`config.mk`:
```
export PLATFORM = sky130hd
export DESIGN_NAME = hanoi_ctrl_flat
export DESIGN_NICKNAME = d
export VERILOG_FILES = /design/src/rtl/hanoi_pkg.sv /design/src/rtl/hanoi_if.sv /design/src/rtl/hanoi_top_find.sv /design/src/rtl/hanoi_ctrl.sv /design/src/flat_wrapper.sv
export SDC_FILE = /design/constraint.sdc
export NUM_CORES = 1
export LEC_CHECK = 0
export CORE_ASPECT_RATIO = 2
export CORE_MARGIN = 3
export CORE_UTILIZATION = 45
export CTS_CLUSTER_DIAMETER = 30
export DETAILED_ROUTE_END_ITERATION = 6
export DONT_BUFFER_PORTS = 1
export HOLD_SLACK_MARGIN = 0.03
export PLACE_DENSITY_LB_ADDON = 0.25
export SLEW_MARGIN = 40
export SYNTH_ARGS = -nofsm -noshare
export SYNTH_HDL_FRONTEND = slang
export SYNTH_HIERARCHICAL = 1
export SYNTH_SLANG_ARGS = --single-unit
```
`constraint.sdc`:
```
create_clock -name clk -period 8.3 [get_ports clk]
set_input_delay 2.49 -clock clk [delete_from_list [all_inputs] [get_ports clk]]
set_output_delay 2.49 -clock clk [all_outputs]
set_load 0.1 [all_outputs]
```
`src/rtl/hanoi_pkg.sv`:
```
// Shared types and constants for the Tower-of-Hanoi move controller.
//   state_e    : controller FSM states
//   err_code_e : reason reported with err on an illegal move
//   NumRods    : number of rods
package hanoi_pkg;

  localparam int unsigned NumRods = 3;

  typedef enum logic [1:0] {
    StIdle = 2'd0,
    StAuto = 2'd1,
    StFin  = 2'd2
  } state_e;

  typedef enum logic [1:0] {
    ErrNone       = 2'd0,
    ErrBadRod     = 2'd1,
    ErrSrcEmpty   = 2'd2,
    ErrBigOnSmall = 2'd3
  } err_code_e;

endpackage

```
`src/rtl/hanoi_if.sv`:
```
// Move request / completion handshake of the Hanoi controller.
//   move_valid, move_fr, move_to : manual move request (master -> slave)
//   move_ready                   : manual move can be accepted this cycle
//   auto_start                   : request an automatic solve
//   done, err, err_code          : one-cycle completion pulse with error status
interface hanoi_if;
  import hanoi_pkg::*;

  logic      move_valid;
  logic [1:0] move_fr;
  logic [1:0] move_to;
  logic      move_ready;
  logic      auto_start;
  logic      done;
  logic      err;
  err_code_e err_code;

  modport master (
    output move_valid, move_fr, move_to, auto_start,
    input  move_ready, done, err, err_code
  );

  modport slave (
    input  move_valid, move_fr, move_to, auto_start,
    output move_ready, done, err, err_code
  );

endinterface

```
`src/rtl/hanoi_top_find.sv`:
```
// Lowest-set-bit encoder: locates the top (smallest) disk on one rod.
//   mask  : rod occupancy, bit 0 is the smallest disk
//   idx   : index of the lowest set bit (0 when empty)
//   empty : mask has no bit set
module hanoi_top_find #(
  parameter int unsigned N = 4
) (
  input  logic [N-1:0]         mask,
  output logic [$clog2(N)-1:0] idx,
  output logic                 empty
);

  localparam int unsigned IdxW = $clog2(N);

  always_comb begin
    idx = '0;
    // Scan downwards so the lowest set bit wins.
    for (int i = N - 1; i >= 0; i--) begin
      if (mask[i]) idx = IdxW'(i);
    end
    empty = (mask == '0);
  end

endmodule

```
`src/rtl/hanoi_ctrl.sv`:
```
// Tower-of-Hanoi controller: validates and applies manual moves and can run
// the optimal iterative solve, one move per cycle.
//   clk, rst            : clock, synchronous active-high reset
//   bus (hanoi_if.slave): move handshake, auto_start, done/err/err_code
//   rod0..rod2          : occupancy masks, bit 0 is the smallest disk
//   move_cnt            : legal moves performed (saturating)
//   busy                : automatic solve in progress
//   solved              : all disks on rod2
module hanoi_ctrl import hanoi_pkg::*; #(
  parameter int unsigned N  = 4,
  parameter int unsigned CW = 16
) (
  input  logic          clk,
  input  logic          rst,
  hanoi_if.slave        bus,
  output logic [N-1:0]  rod0,
  output logic [N-1:0]  rod1,
  output logic [N-1:0]  rod2,
  output logic [CW-1:0] move_cnt,
  output logic          busy,
  output logic          solved
);

  localparam int unsigned IdxW = $clog2(N);
  // Step counter value when the final (2^N-1)-th move is being performed.
  localparam logic [N-1:0] LastStep = {{(N - 1){1'b1}}, 1'b0};

  state_e          state_q, state_d;
  logic [N-1:0]    rod_q [NumRods];
  logic [N-1:0]    rod_d [NumRods];
  logic [IdxW-1:0] top [NumRods];
  logic [NumRods-1:0] empty;
  logic [N-1:0]    step_q;
  logic [CW-1:0]   move_cnt_q;
  logic            done_q, err_q;
  err_code_e       err_code_q;

  logic            start, accept, do_move;
  logic [1:0]      d0_rod, oth_a, oth_b, auto_fr, auto_to, mv_fr, mv_to;
  logic [IdxW-1:0] src_top, dst_top;
  logic            src_empty, dst_empty;
  err_code_e       code;
  logic [N-1:0]    bit_mask;

  for (genvar r = 0; r < NumRods; r++) begin : g_find
    hanoi_top_find #(.N(N)) u_find (
      .mask  (rod_q[r]),
      .idx   (top[r]),
      .empty (empty[r])
    );
  end

  // State register.
  always_ff @(posedge clk) begin
    if (rst) state_q <= StIdle;
    else     state_q <= state_d;
  end

  // Next state.
  always_comb begin
    state_d = state_q;
    unique case (state_q)
      StIdle:  if (bus.auto_start) state_d = StAuto;
      StAuto:  if (step_q == LastStep) state_d = StFin;
      StFin:   state_d = StIdle;
      default: state_d = StIdle;
    endcase
  end

  // FSM outputs.
  always_comb begin
    bus.move_ready = (state_q == StIdle) && !bus.auto_start;
    busy           = (state_q != StIdle);
  end

  assign start   = (state_q == StIdle) && bus.auto_start;
  assign accept  = bus.move_valid && bus.move_ready;
  assign do_move = accept || (state_q == StAuto);

  // Iterative solver: odd steps rotate disk 0, even steps make the only
  // legal move between the other two rods.
  always_comb begin
    d0_rod = 2'd0;
    for (int r = 0; r < NumRods; r++) begin
      if (rod_q[r][0]) d0_rod = 2'(r);
    end
    case (d0_rod)
      2'd0:    begin oth_a = 2'd1; oth_b = 2'd2; end
      2'd1:    begin oth_a = 2'd0; oth_b = 2'd2; end
      default: begin oth_a = 2'd0; oth_b = 2'd1; end
    endcase
    if (!step_q[0]) begin
      auto_fr = d0_rod;
      if (N % 2 == 0) auto_to = (d0_rod == 2'd2) ? 2'd0 : d0_rod + 2'd1;
      else            auto_to = (d0_rod == 2'd0) ? 2'd2 : d0_rod - 2'd1;
    end else if (empty[oth_a]) begin
      auto_fr = oth_b; auto_to = oth_a;
    end else if (empty[oth_b] || (top[oth_a] < top[oth_b])) begin
      auto_fr = oth_a; auto_to = oth_b;
    end else begin
      auto_fr = oth_b; auto_to = oth_a;
    end
  end

  // Move legality and resulting rod masks.
  always_comb begin
    mv_fr = (state_q == StAuto) ? auto_fr : bus.move_fr;
    mv_to = (state_q == StAuto) ? auto_to : bus.move_to;
    src_top = '0; src_empty = 1'b1;
    dst_top = '0; dst_empty = 1'b1;
    for (int r = 0; r < NumRods; r++) begin
      if (2'(r) == mv_fr) begin src_top = top[r]; src_empty = empty[r]; end
      if (2'(r) == mv_to) begin dst_top = top[r]; dst_empty = empty[r]; end
    end
    code = ErrNone;
    if ((mv_fr == mv_to) || (mv_fr == 2'd3) || (mv_to == 2'd3)) code = ErrBadRod;
    else if (src_empty)                                         code = ErrSrcEmpty;
    else if (!dst_empty && (dst_top < src_top))                 code = ErrBigOnSmall;
    bit_mask = {{(N - 1){1'b0}}, 1'b1} << src_top;
    for (int r = 0; r < NumRods; r++) begin
      rod_d[r] = rod_q[r];
      if (2'(r) == mv_fr) rod_d[r] = rod_d[r] & ~bit_mask;
      if (2'(r) == mv_to) rod_d[r] = rod_d[r] | bit_mask;
    end
  end

  // Datapath registers.
  always_ff @(posedge clk) begin
    if (rst) begin
      rod_q[0]   <= '1;
      rod_q[1]   <= '0;
      rod_q[2]   <= '0;
      move_cnt_q <= '0;
      step_q     <= '0;
      done_q     <= 1'b0;
      err_q      <= 1'b0;
      err_code_q <= ErrNone;
    end else begin
      done_q     <= 1'b0;
      err_q      <= 1'b0;
      err_code_q <= ErrNone;
      if (start) begin
        rod_q[0]   <= '1;
        rod_q[1]   <= '0;
        rod_q[2]   <= '0;
        move_cnt_q <= '0;
        step_q     <= '0;
      end else if (do_move) begin
        done_q     <= 1'b1;
        err_q      <= (code != ErrNone);
        err_code_q <= code;
        if (code == ErrNone) begin
          for (int r = 0; r < NumRods; r++) rod_q[r] <= rod_d[r];
          if (move_cnt_q != '1) move_cnt_q <= move_cnt_q + 1'b1;
        end
        if (state_q == StAuto) step_q <= step_q + 1'b1;
      end
    end
  end

  assign bus.done     = done_q;
  assign bus.err      = err_q;
  assign bus.err_code = err_code_q;
  assign rod0         = rod_q[0];
  assign rod1         = rod_q[1];
  assign rod2         = rod_q[2];
  assign move_cnt     = move_cnt_q;
  assign solved       = (rod_q[2] == '1) && (rod_q[0] == '0) && (rod_q[1] == '0);

endmodule
```
`src/flat_wrapper.sv`:
```
// flat-port wrapper written by rule: the top's interface ports become plain ports
module hanoi_ctrl_flat import hanoi_pkg::*;
#(
  parameter int unsigned N  = 4,
  parameter int unsigned CW = 16
)
  (clk, rst, rod0, rod1, rod2, move_cnt, busy, solved, bus_move_valid, bus_move_fr, bus_move_to, bus_auto_start, bus_move_ready, bus_done, bus_err, bus_err_code);
  hanoi_if bus_i ();
  input  logic clk;
  input  logic rst;
  output logic [N-1:0] rod0;
  output logic [N-1:0] rod1;
  output logic [N-1:0] rod2;
  output logic [CW-1:0] move_cnt;
  output logic busy;
  output logic solved;
  input wire logic [$bits(bus_i.move_valid)-1:0] bus_move_valid;
  input wire logic [$bits(bus_i.move_fr)-1:0] bus_move_fr;
  input wire logic [$bits(bus_i.move_to)-1:0] bus_move_to;
  input wire logic [$bits(bus_i.auto_start)-1:0] bus_auto_start;
  output wire logic [$bits(bus_i.move_ready)-1:0] bus_move_ready;
  output wire logic [$bits(bus_i.done)-1:0] bus_done;
  output wire logic [$bits(bus_i.err)-1:0] bus_err;
  output wire logic [$bits(bus_i.err_code)-1:0] bus_err_code;
  assign bus_i.move_valid = bus_move_valid;
  assign bus_i.move_fr = bus_move_fr;
  assign bus_i.move_to = bus_move_to;
  assign bus_i.auto_start = bus_auto_start;
  assign bus_move_ready = bus_i.move_ready;
  assign bus_done = bus_i.done;
  assign bus_err = bus_i.err;
  assign bus_err_code = bus_i.err_code;
  hanoi_ctrl #(.N(N), .CW(CW)) u_core (.clk(clk), .rst(rst), .bus(bus_i), .rod0(rod0), .rod1(rod1), .rod2(rod2), .move_cnt(move_cnt), .busy(busy), .solved(solved));
endmodule
```
* Yosys cells after proc, flatten, opt, wreduce, memory -nomap -nowiden
Memory sizes are Yosys's and may differ from the RTL's.
Index checks and enable logic that the tools add are counted.
** Cells by class
- Add/subtract/negate cells :: 3
- $lt $le $gt $ge :: 6
- Eq/ne operators :: 15
- Shifts and indexed selects :: 1
- Muxes and demuxes :: 76
- Bitwise logic cells :: 16
- Reductions and logical operators :: 28
** Operator list (number)
- $mux 2 :: 38
- $mux 4 :: 12
- $mux 1 :: 21
- $add 16x1->16 const B :: 1
- $ne 16x16->1 const B :: 1
- $and 4x4->4 :: 3
- $logic_not 4->1 :: 3
- $or 4x4->4 :: 3
- $logic_not 2->1 :: 5
- $bmux 2 s2 :: 2
- $eq 4x4->1 const B :: 2
- $eq 2x2->1 const B :: 3
- $ge 3x3->1 const B :: 2
- $logic_and 1x1->1 :: 6
- $or 1x1->1 :: 6
- $add 4x1->4 const B :: 1
- $bmux 1 s2 :: 2
- $eq 1x2->1 const A :: 2
- $eq 2x1->1 const B :: 2
- $eq 2x2->1 const A :: 2
- $logic_or 1x1->1 :: 4
- $lt 2x2->1 :: 2
- $not 4->4 :: 1
- $pmux 2 s2 :: 1
- 16 further kinds :: 20
** Storage, ports and cells
- Register bits :: 26
- Memory bits (writable) :: 12
- Bits of input ports :: 8
- Output and inout port bits :: 35
- Word-level logic and storage cells :: 152
- Memories :: 1
** Memories
- u_core.rod_q :: depth 3, width 4, read ports 3, clocked after memory_dff 0, wr ports 3, RTL line hanoi_ctrl.sv:29 : logic [N-1:0] rod_q [NumRods];

* Logic depth before layout (Yosys ltp)
Gate-level depths: netlist of the first run.
An unclocked memory read counts as a cell.
- Depth after elaboration :: 32
- Mapped depth :: 17
- Depth with buffers taken out :: 14

* By module
Netlist of the first run, hierarchy kept.
** By module, submodules not included
- hanoi_ctrl :: times used 1, cells an instance 292, area each 2467.4 um2
- hanoi_top_find :: times used 3, cells an instance 6, area each 36.3 um2

* Worst setup path before layout of the first run
Ideal clock, no wire load.
- Path kind :: flip-flop to output port
- Start :: memory u_core.rod_q[2][0] (netlist: u_core/rod_q[0][8])
- End :: output solved
- Data arrival time :: 3.897 ns
- Required time :: 5.810 ns
- Slack :: 1.913 ns
- Cell stages (with the launch flop) :: 5
- Buffers on the path :: 1
- Cells stage by stage :: edfxtp_1 -> buf_6 -> inv_1 -> or4_1 -> nor3_1
** RTL lines
- start: declaration :: RTL line hanoi_ctrl.sv:29
- end: declaration :: RTL line flat_wrapper.sv:16 : output logic solved;

* Final worst setup path of the first run
- Start :: input bus_auto_start
- End :: output bus_move_ready
** Between the ends
- Cells in the longest elaborated chain, start to end :: 2
** RTL lines
- start: declaration :: RTL line flat_wrapper.sv:20 : input wire logic [$bits(bus_i.auto_start)-1:0] bus_auto_start;
- $logic_not 1->1 :: RTL line hanoi_ctrl.sv:72 : bus.move_ready = (state_q == StIdle) && !bus.auto_start;
- $logic_and 1x1->1 :: RTL line hanoi_ctrl.sv:72
- end: declaration :: RTL line flat_wrapper.sv:21 : output wire logic [$bits(bus_i.move_ready)-1:0] bus_move_ready;
No other way between the ends.

==> impl_metrics.ini, run 1 <==
[sta]
worstMarginPinSlew_ns = 0.714
finalCritPeriodShare_pct = 65.7
finalSetupTns_ns = 0
finClkSkew_ns = 0.00403
finalCriticalPeriod_ns = 5.46
maxSlewViolCount = 0
max_slew_margin_pct = 52.1
finalSetupViolCount = 0
finalHoldViolations = 0
rsz0062_at_grt = no
fmax_mhz = 183

[routing]
route.detailed.drc = 0
drtIter0Drc = 138
dr.pass1.iters = 4
vias = 2494
drt_wl_total_um = 7210
drtAntennaViolNets = 0
wl_per_cell_um = 18.8
via_per_inst = 6.49

[clock_network]
cts_buffers = 5
post_cts_buffers = 0
holdBufCountCts = 0
clock_sinks = 38
clockBufferDepth = 2
cts_resized = 0
cts_max_level = 2
clk_pin_slew_ns = 0.07
clk_latency_ns = 0.29
tritoncts = done
root_buffer = clkbuf_8

[cells_and_area]
final_cell_area_um2 = 2950
n_fill_cell = 528
fin_nets = 335
layout-drive-gt1-share_pct = 19.1
diodes = 0
area_delta_synth_final_pct = 14.3

[synthesis]
synth_edf_count = 12
async_flop_share_pct = 0
synth.distinct_cells = 51
synth_top_area_cell = dfxtp_1
synthCells = 310
synth_top_area_share_pct = 20.2
synth_nets = 322
ys_top_cells_by_area = dfxtp_1 20%, edfxtp_1 14%, a21oi_1 6.4%
synth_area_um2 = 2580
synth-seq-cells = 38
syn_avg_cell_area_um2 = 8.31
yosysWarnings = 6
synth_ff_type = dfxtp_1
seq_area_frac_synth_pct = 34.2

[min_path]
hold_class = register to register
hold_path_end = u_core/state_q[1]
holdPathStages = 2
min_from = u_core/step_q[3]

[worst_setup_path]
crit_path_end_kind = output pin
cpLargestDelayFamily = simple AND/OR/NAND/NOR gates
regToRegSetupSlack_ns = 3.67
worstPathArrival_ns = 2.97
slowest_delay_ns = 0.47
timing.rr.end = u_core/rod_q[0][11]
crit_cells = 1
crit_fanout = 5
rr_worst_depth = 13
reg2reg_from = u_core/rod_q[0][9]
slowest_stage = nor2_4
worstSetupStartpointType = input pin
crit_type = input pin to output pin
path_cells = nor2_4
crit_start = bus_auto_start
cp.required_ns = 5.81
path_buf_inv = 0

[die]
num_io_pins = 43
fp.coreArea_um2 = 5470
rows = 38
start_util_pct = 47.1
die-area_um2 = 6720
die_h_um = 113
die_w_um = 59.5

[pwr]
power_uw = 529
clockPowerShare_pct = 25.0
ir_drop_uv = 144
powerDensity_nw_per_um2 = 180
p_int_uw = 320
switchingPower_uw = 209
cellLeakagePower_nw = 0.994
seqPwrFrac_pct = 42.1
combPwrFrac_pct = 32.9
p_sw_share_pct = 39.5

[global_routing]
grt.overflow.total = 0
antenna_found_initial = 0
grt_pass1_vias = 2466
grt_usage_pct = 22.2
grt_max_degree = 36
grt_pass1_wl_um = 11600

[placement]
place.port_buffers = 0
gp_congestion = 0.900
dp_hpwl_um = 5540
place_area_um2 = 2850

[outcome]
outcome = complete, no violations

[job]
drv_cap = 0
-- per-layer routing --
| metal | vias to the layer above | share of wire, % | routed length, µm | GRT usage [%] |
|---|---|---|---|---|
| met5 | - | 0 | 0 | 0 |
| met4 | 0 | 6.0 | 433 | 13.6 |
| met3 | 31 | 5.2 | 376 | 4.91 |
| met2 | 92 | 55 | 3970 | 40.5 |
| met1 | 1164 | 34 | 2420 | 21.2 |
| li1 | 1207 | - | - | - |
-- synth_stat cells, drive strengths merged (2+ instances only) --
master and count:
and4 4, a31o 2, a21oi 33, edfxtp 12, nand2b 9, inv 13
or3 11, and2 5, dfxtp 26, nand2 14, o211ai 9, mux2i 7
a31oi 3, nor4 3, clkbuf 3, or4 10, o21ai 30, nand3 15
o311ai 2, xor2 3, mux2 5, ha 4, nor3 9, nand4 10
a211oi 3, a21o 3, o31ai 9, buf 9, nor2 24, o21a 2
or2 2, o2bb2ai 2, and3 6
-- cell families after synthesis --
kind of cell | count (synthesis) | share of synthesized area, %
and+or+nand+nor | 126 | 27.9
buffers and inverters | 25 | 4.95
DFF | 38 | 34.2
AOI/OAI and AO/OA | 102 | 24.9
xor gates and xnor gates | 3 | 1.02
adders and majority gates | 4 | 1.94
muxes | 12 | 5.05
-- cell usage in the layout, fill, tap and decap left out, types with 4 or more instances in the layout --
master    netlist  layout
o211ai_1        9       9
and2_1          5       5
or4_1          10      10
nor2_1         24      23
nand4_1        10      10
inv_1          13      12
nor3_1          8       7
dfxtp_1        26       6
mux2_2          4       4
o21ai_0        27      27
nand2_1        14      14
o31ai_1         9       9
ha_1            4       4
dfxtp_2         0      20
and3_1          6       6
or3_1          11      11
buf_4           0       6
mux2i_1         7       7
a21oi_1        33      33
nand2b_1        9       9
edfxtp_1       12      12
buf_8           0       4
clkbuf_8        0       6
nand3_1        15      15
-- worst reg2reg max path, delay by kind of cell, from the launching register on --
| family | cells | cell delay (ns) |
|---|---|---|
| muxes | 1 | 0.17 |
| AOI/OAI and AO/OA | 3 | 1.01 |
| adders and majority gates | 1 | 0.35 |
| DFF | 1 | 0.47 |
| buffers and inverters | 1 | 0.17 |
| and+or+nand+nor | 7 | 2.22 |
-- area by class of cell --
type | count | area (µm²) | share of cell area (%)
Clock buffer | 8 | 90.1 | 3.06
Multi-Input combinational cell | 247 | 1580 | 53.7
Tap cell | 60 | 75.1 | 2.55
Sequential cell | 38 | 906 | 30.8
Timing Repair Buffer | 18 | 243 | 8.24
Inverter | 13 | 48.8 | 1.66
-- state kept, by name, indices dropped and copies added (netlist names) --
signal and cells:
u_core/bus.done 1, u_core/bus.err 1, u_core/bus.err_code 2, u_core/move_cnt 16
u_core/rod_q 12, u_core/state_q 2, u_core/step_q 4
-- power groups by stage --
stage               clock network, mW  logic [mW]  registers, mW
floorplan                           0       0.104          0.256
global route                    0.143       0.187          0.224
detailed placement                  0       0.172          0.227
finish                          0.132       0.174          0.223
global placement                    0       0.139          0.245
CTS                             0.135       0.173          0.223
-- through the flow --
stage	hold WS, ns	std cells	utilization (%)	setup WS (ns)
after floorplan	0.462	310	-	1.91
after global placement	0.492	365	48.5	2.52
after detailed placement	0.505	376	52.2	2.84
after CTS	0.517	384	53.8	2.84
after global routing	0.543	384	53.9	2.84
final	0.511	384	53.9	2.84
-- worst max path at each step --
stage	endpoint	slack, ns
4_1_cts	bus_move_ready	2.84
5_1_grt	bus_move_ready	2.84
3_3_place_gp	bus_move_ready	2.52
3_5_place_dp	bus_move_ready	2.84
6_report	bus_move_ready	2.84
2_1_floorplan	solved	1.91
Note: power is estimated with default switching activity, not from simulation.
==> inputs of run 2 (changes only) <==
clock period = 5.2 ns   (was 8.3 ns; I/O delays follow)
==> run 2 against run 1 <==
Effect of this change: die area is the same; wire length rose by 4.5%; first-iteration DRC count decreased by 14%; core utilization decreased by 1.6 points; sequential share of layout area rose by 0.88 points; critical endpoint is now u_core/rod_q[0][11]; highest routed layer unchanged.
==> impl_metrics.ini, run 2 (same netlist as run 1, synthesis figures left out) <==
[pwr]
switchingPower_uw = 340
clockPowerShare_pct = 28.6
powerDensity_nw_per_um2 = 307
seqPwrFrac_pct = 40.6
ir_drop_uv = 249
cellLeakagePower_nw = 0.988
combPwrFrac_pct = 30.7
p_sw_share_pct = 38.7
p_int_uw = 538

[die]
num_io_pins = 43
fp.coreArea_um2 = 5470
rows = 38
die-area_um2 = 6720
die_w_um = 59.5
start_util_pct = 47.1
die_h_um = 113

[sta]
maxSlewViolCount = 0
finalCriticalPeriod_ns = 4.51
rsz0062_at_grt = no
max_slew_margin_pct = 42.3
finalCritPeriodShare_pct = 86.8
fmax_mhz = 222
finalHoldViolations = 0
finalSetupTns_ns = 0
worstMarginPinSlew_ns = 0.865
finalSetupViolCount = 0
finClkSkew_ns = 0.00352
timing.hold.ws_ns = 0.490

[clock_network]
holdBufCountCts = 0
clk_latency_ns = 0.30
clock_sinks = 38
cts_buffers = 5
clk_pin_slew_ns = 0.07
cts_resized = 0
cts_max_level = 2
tritoncts = done
post_cts_buffers = 0
clockBufferDepth = 2
root_buffer = clkbuf_8

[worst_setup_path]
worstPathArrival_ns = 4.57
rr_worst_depth = 13
path_cells = nor3_1 -> mux2i_1 -> ha_1 -> nor2_1 -> a31oi_2 -> a21oi_1 -> o211ai_1 -> mux2_2 -> o2bb2ai_1 -> o311ai_1 -> and4_4 -> or3_1 -> nor2_1
cpLargestDelayFamily = simple AND/OR/NAND/NOR gates
crit_path_end_kind = register
slowest_delay_ns = 0.58
slowest_stage = edfxtp_1
reg2reg_from = u_core/rod_q[0][8]
crit_cells = 13
crit_path_frequent_cell = nor2_1
worstSetupStartpointType = register
crit_start = u_core/rod_q[0][8]
path_buf_inv = 0
crit_type = register to register
crit_fanout = 35
cp.required_ns = 5.26

[cells_and_area]
layout-drive-gt1-share_pct = 19.1
area_delta_synth_final_pct = 11.0
diodes = 0
largest_register_ffs = 16
fin_nets = 336
final_common_cell = a21oi_1
final_cell_area_um2 = 2860
final_cell_mix = 33 x a21oi_1, 27 x o21ai_0, 23 x nor2_1
n_fill_cell = 548

[outcome]
outcome = complete, no violations

[global_routing]
grt_pass1_vias = 2364
grt_max_degree = 36
grt_usage_pct = 23.2
grt_pass1_wl_um = 11800
grt.overflow.total = 0
antenna_found_initial = 0

[routing]
drtAntennaViolNets = 0
route.detailed.drc = 0
drtIter0Drc = 119
via_per_inst = 6.46
dr.pass1.iters = 5
wl_per_cell_um = 19.6
drt_wl_total_um = 7530
vias = 2487

[min_path]
holdPathStages = 2
hold_class = register to register
min_from = u_core/step_q[3]

[placement]
gp_congestion = 0.943
dp_hpwl_um = 5830
place.port_buffers = 0
place_area_um2 = 2750

[job]
drv_cap = 0
## run 2: cell types whose count changed in the layout (fill, tap and decap cells not counted), sizes merged
cell,previous run,this run
buf,17,19
bufinv,0,1
clkbuf,9,7
## run 2: per-stage QoR
| step | util (%) | cells | total power [mW] | setup slack [ns] |
|---|---|---|---|---|
| floorplan | - | 310 | 0.576 | 0.176 |
| global placement | 49.9 | 377 | 0.625 | 0.826 |
| detailed placement | 50.3 | 377 | 0.628 | 0.783 |
| CTS | 52.3 | 385 | 0.882 | 0.757 |
| global route | 52.3 | 385 | 0.918 | 0.463 |
| finish | 52.3 | 385 | 0.878 | 0.687 |
## run 2: power groups by stage
stage / logic [mW] / registers [mW] / clock network (mW)
final: 0.270 / 0.357 / 0.251
after global routing: 0.289 / 0.359 / 0.270
after CTS: 0.265 / 0.357 / 0.260
after detailed placement: 0.264 / 0.364 / 0
after global placement: 0.262 / 0.363 / 0
after floorplan: 0.166 / 0.409 / 0
## run 2: path summary, 6_finish.rpt
path / to / slack (ns)
worst min-delay path: u_core/state_q[1] / 0.49
worst min register to register: u_core/state_q[1] / 0.49
worst max-delay path: u_core/rod_q[0][11] / 0.69
worst max register to register: u_core/rod_q[0][11] / 0.69
## run 2: cell type report
type / instances / area, µm² / area share, %
sequential: 38 / 905 / 31.6
inverter: 13 / 48.8 / 1.71
multi-input combinational: 247 / 1580 / 55.3
tap: 60 / 75.1 / 2.63
clock inverter: 1 / 30.0 / 1.05
timing repair buffer: 19 / 143 / 4.99
clock buffer: 7 / 76.3 / 2.67
## run 2: metal layers
layer  part of all wire (%)  track usage, %  vias to the layer above
li1                       -               -                     1206
met1                     33            22.3                     1166
met2                     57            43.0                       87
met3                    5.7            5.59                       28
met4                    4.0            11.7                        0
met5                      0               0                        -
## run 2: tightest hold or removal path, cell delays in order (launching register included)
cell,delay (ns)
dfxtp_1,0.32
nand3_1,0.08
nor3_1,0.05
==> inputs of run 3 (changes only) <==
HOLD_SLACK_MARGIN = 0.08   (was 0.03)
clock period = 5.5 ns   (was 5.2 ns; I/O delays follow)
==> run 3 against run 2 <==
Effect of this change: clock skew shrank 0.00071 ns; via count rose by 0.92%; sequential power down 6.4%; largest cell class unchanged; non-clock buffer count down 3; total power fell by 0.19%; critical path depth grew 2; clock power increased by 15%; first-iteration DRC count is 39% higher; global-route usage decreased by 0.56 points; critical endpoint unchanged; sequential share of layout area shrank 0.094 points; largest power group unchanged; clock-buffer cell count is 2 lower; fmax decreased by 1.6%.
==> impl_metrics.ini, run 3 (same netlist as run 1, synthesis figures left out) <==
[clock_network]
clk_pin_slew_ns = 0.08
tritoncts = done
clockBufferDepth = 2
cts_max_level = 2
root_buffer = clkbuf_8
cts_resized = 0
holdBufCountCts = 0
clock_sinks = 38
clk_latency_ns = 0.29
post_cts_buffers = 0
cts_buffers = 5

[sta]
finalSetupTns_ns = 0
rsz0062_at_grt = no
timing.hold.ws_ns = 0.497
worstMarginPinSlew_ns = 0.865
finalCriticalPeriod_ns = 4.59
fmax_mhz = 218
maxSlewViolCount = 0
finalHoldViolations = 0
finClkSkew_ns = 0.00282
finalCritPeriodShare_pct = 83.4
max_slew_margin_pct = 42.3
finalSetupViolCount = 0

[global_routing]
grt_pass1_wl_um = 11700
antenna_found_initial = 0
grt_max_degree = 36
grt_usage_pct = 22.6
grt_pass1_vias = 2420
grt.overflow.total = 0

[placement]
gp_congestion = 0.935
dp_cells = 374
dp_hpwl_um = 5580
place_area_um2 = 2730
place.port_buffers = 0

[die]
rows = 38
fp.coreArea_um2 = 5470
start_util_pct = 47.1
num_io_pins = 43
die_w_um = 59.5
die_h_um = 113
die-area_um2 = 6720

[cells_and_area]
final_common_cell = a21oi_1
final_cell_area_um2 = 2870
layoutNonFillerInstCount = 382
layout-drive-gt1-share_pct = 19.6
largest_register_ffs = 16
fin_nets = 333
final_cell_mix = 33 x a21oi_1, 27 x o21ai_0, 23 x nor2_1
diodes = 0
area_delta_synth_final_pct = 11.5

[worst_setup_path]
crit_type = register to register
worstSetupStartpointType = register
crit_fanout = 35
worstPathArrival_ns = 4.63
crit_path_end_kind = register
cp.required_ns = 5.55

[routing]
dr.pass1.iters = 7
via_per_inst = 6.57
drtAntennaViolNets = 0
vias = 2510
drtIter0Drc = 165
drt_wl_total_um = 7430
wl_per_cell_um = 19.4
route.detailed.drc = 0

[outcome]
outcome = complete, no violations

[job]
drv_cap = 0

[min_path]
hold_class = register to register

[pwr]
ir_drop_uv = 209
powerDensity_nw_per_um2 = 305
cellLeakagePower_nw = 0.991
==> run 3: cell count changes in the layout (fill, tap and decap cells not counted) <==
cell / before / now
buf_4: 19 / 16
bufinv_16: 1 / 2
clkbuf_1: 2 / 0
clkinv_4: 0 / 1
dfxtp_1: 7 / 6
dfxtp_2: 19 / 20
nor2b_1: 1 / 0
nor2b_2: 0 / 1
==> run 3: final cells by class <==
cell class                 instances  area (µm²)
sequential                        38         906
timing repair buffer              16         120
clock buffer                       5        68.8
multi-input combinational        247        1580
inverter                          13        48.8
tap                               60        75.1
clock inverter                     3        68.8
fill                             511        2600
==> run 3: layer usage <==
metal / global-route usage, % / vias up / routed length (µm)
met2: 41.8 / 104 / 4120
met4: 10.8 / 0 / 309
met3: 4.57 / 27 / 397
met1: 22.8 / 1182 / 2600
li1: - / 1197 / -
met5: 0 / - / 0
==> run 3: path summary, 6_finish.rpt <==
| check | from | to | slack (ns) | depth (start not counted) |
|---|---|---|---|---|
| setup reg to reg | u_core/rod_q[0][10] | u_core/rod_q[0][11] | 0.91 | 15 |
| hold / removal | u_core/step_q[3] | u_core/state_q[1] | 0.50 | 2 |
| setup / recovery | u_core/rod_q[0][10] | u_core/rod_q[0][11] | 0.91 | 15 |
| hold reg to reg | u_core/step_q[3] | u_core/state_q[1] | 0.50 | 2 |
==> run 3: power by group <==
part / total (mW) / switching, mW / internal, mW
Combinational: 0.253 / 0.184 / 0.0686
Clock: 0.289 / 0.108 / 0.182
Sequential: 0.334 / 0.0328 / 0.301
Total: 0.876 / 0.324 / 0.552
==> run 3: critical path, cell delays in order, from the launching register on <==
cell and delay (ns):
edfxtp_1 0.33, buf_4 0.32, nor2_1 0.09, nor3_1 0.44, mux2i_1 0.16, ha_1 0.25, nor2_1 0.15, a31oi_2 0.12
a21oi_1 0.43, o211ai_1 0.16, mux2_2 0.36, o2bb2ai_1 0.26, o311ai_1 0.41, and4_4 0.51, or3_1 0.27, nor2_1 0.08
==> run 3: metrics by stage <==
step           util [%]  power [mW]  setup slack (ns)
4_1_cts            52.5       0.878              1.02
2_1_floorplan         -       0.544             0.476
3_3_place_gp       49.5       0.587              1.02
3_5_place_dp       50.0       0.588              1.04
5_1_grt            52.5       0.913             0.610
6_report           52.5       0.876             0.914
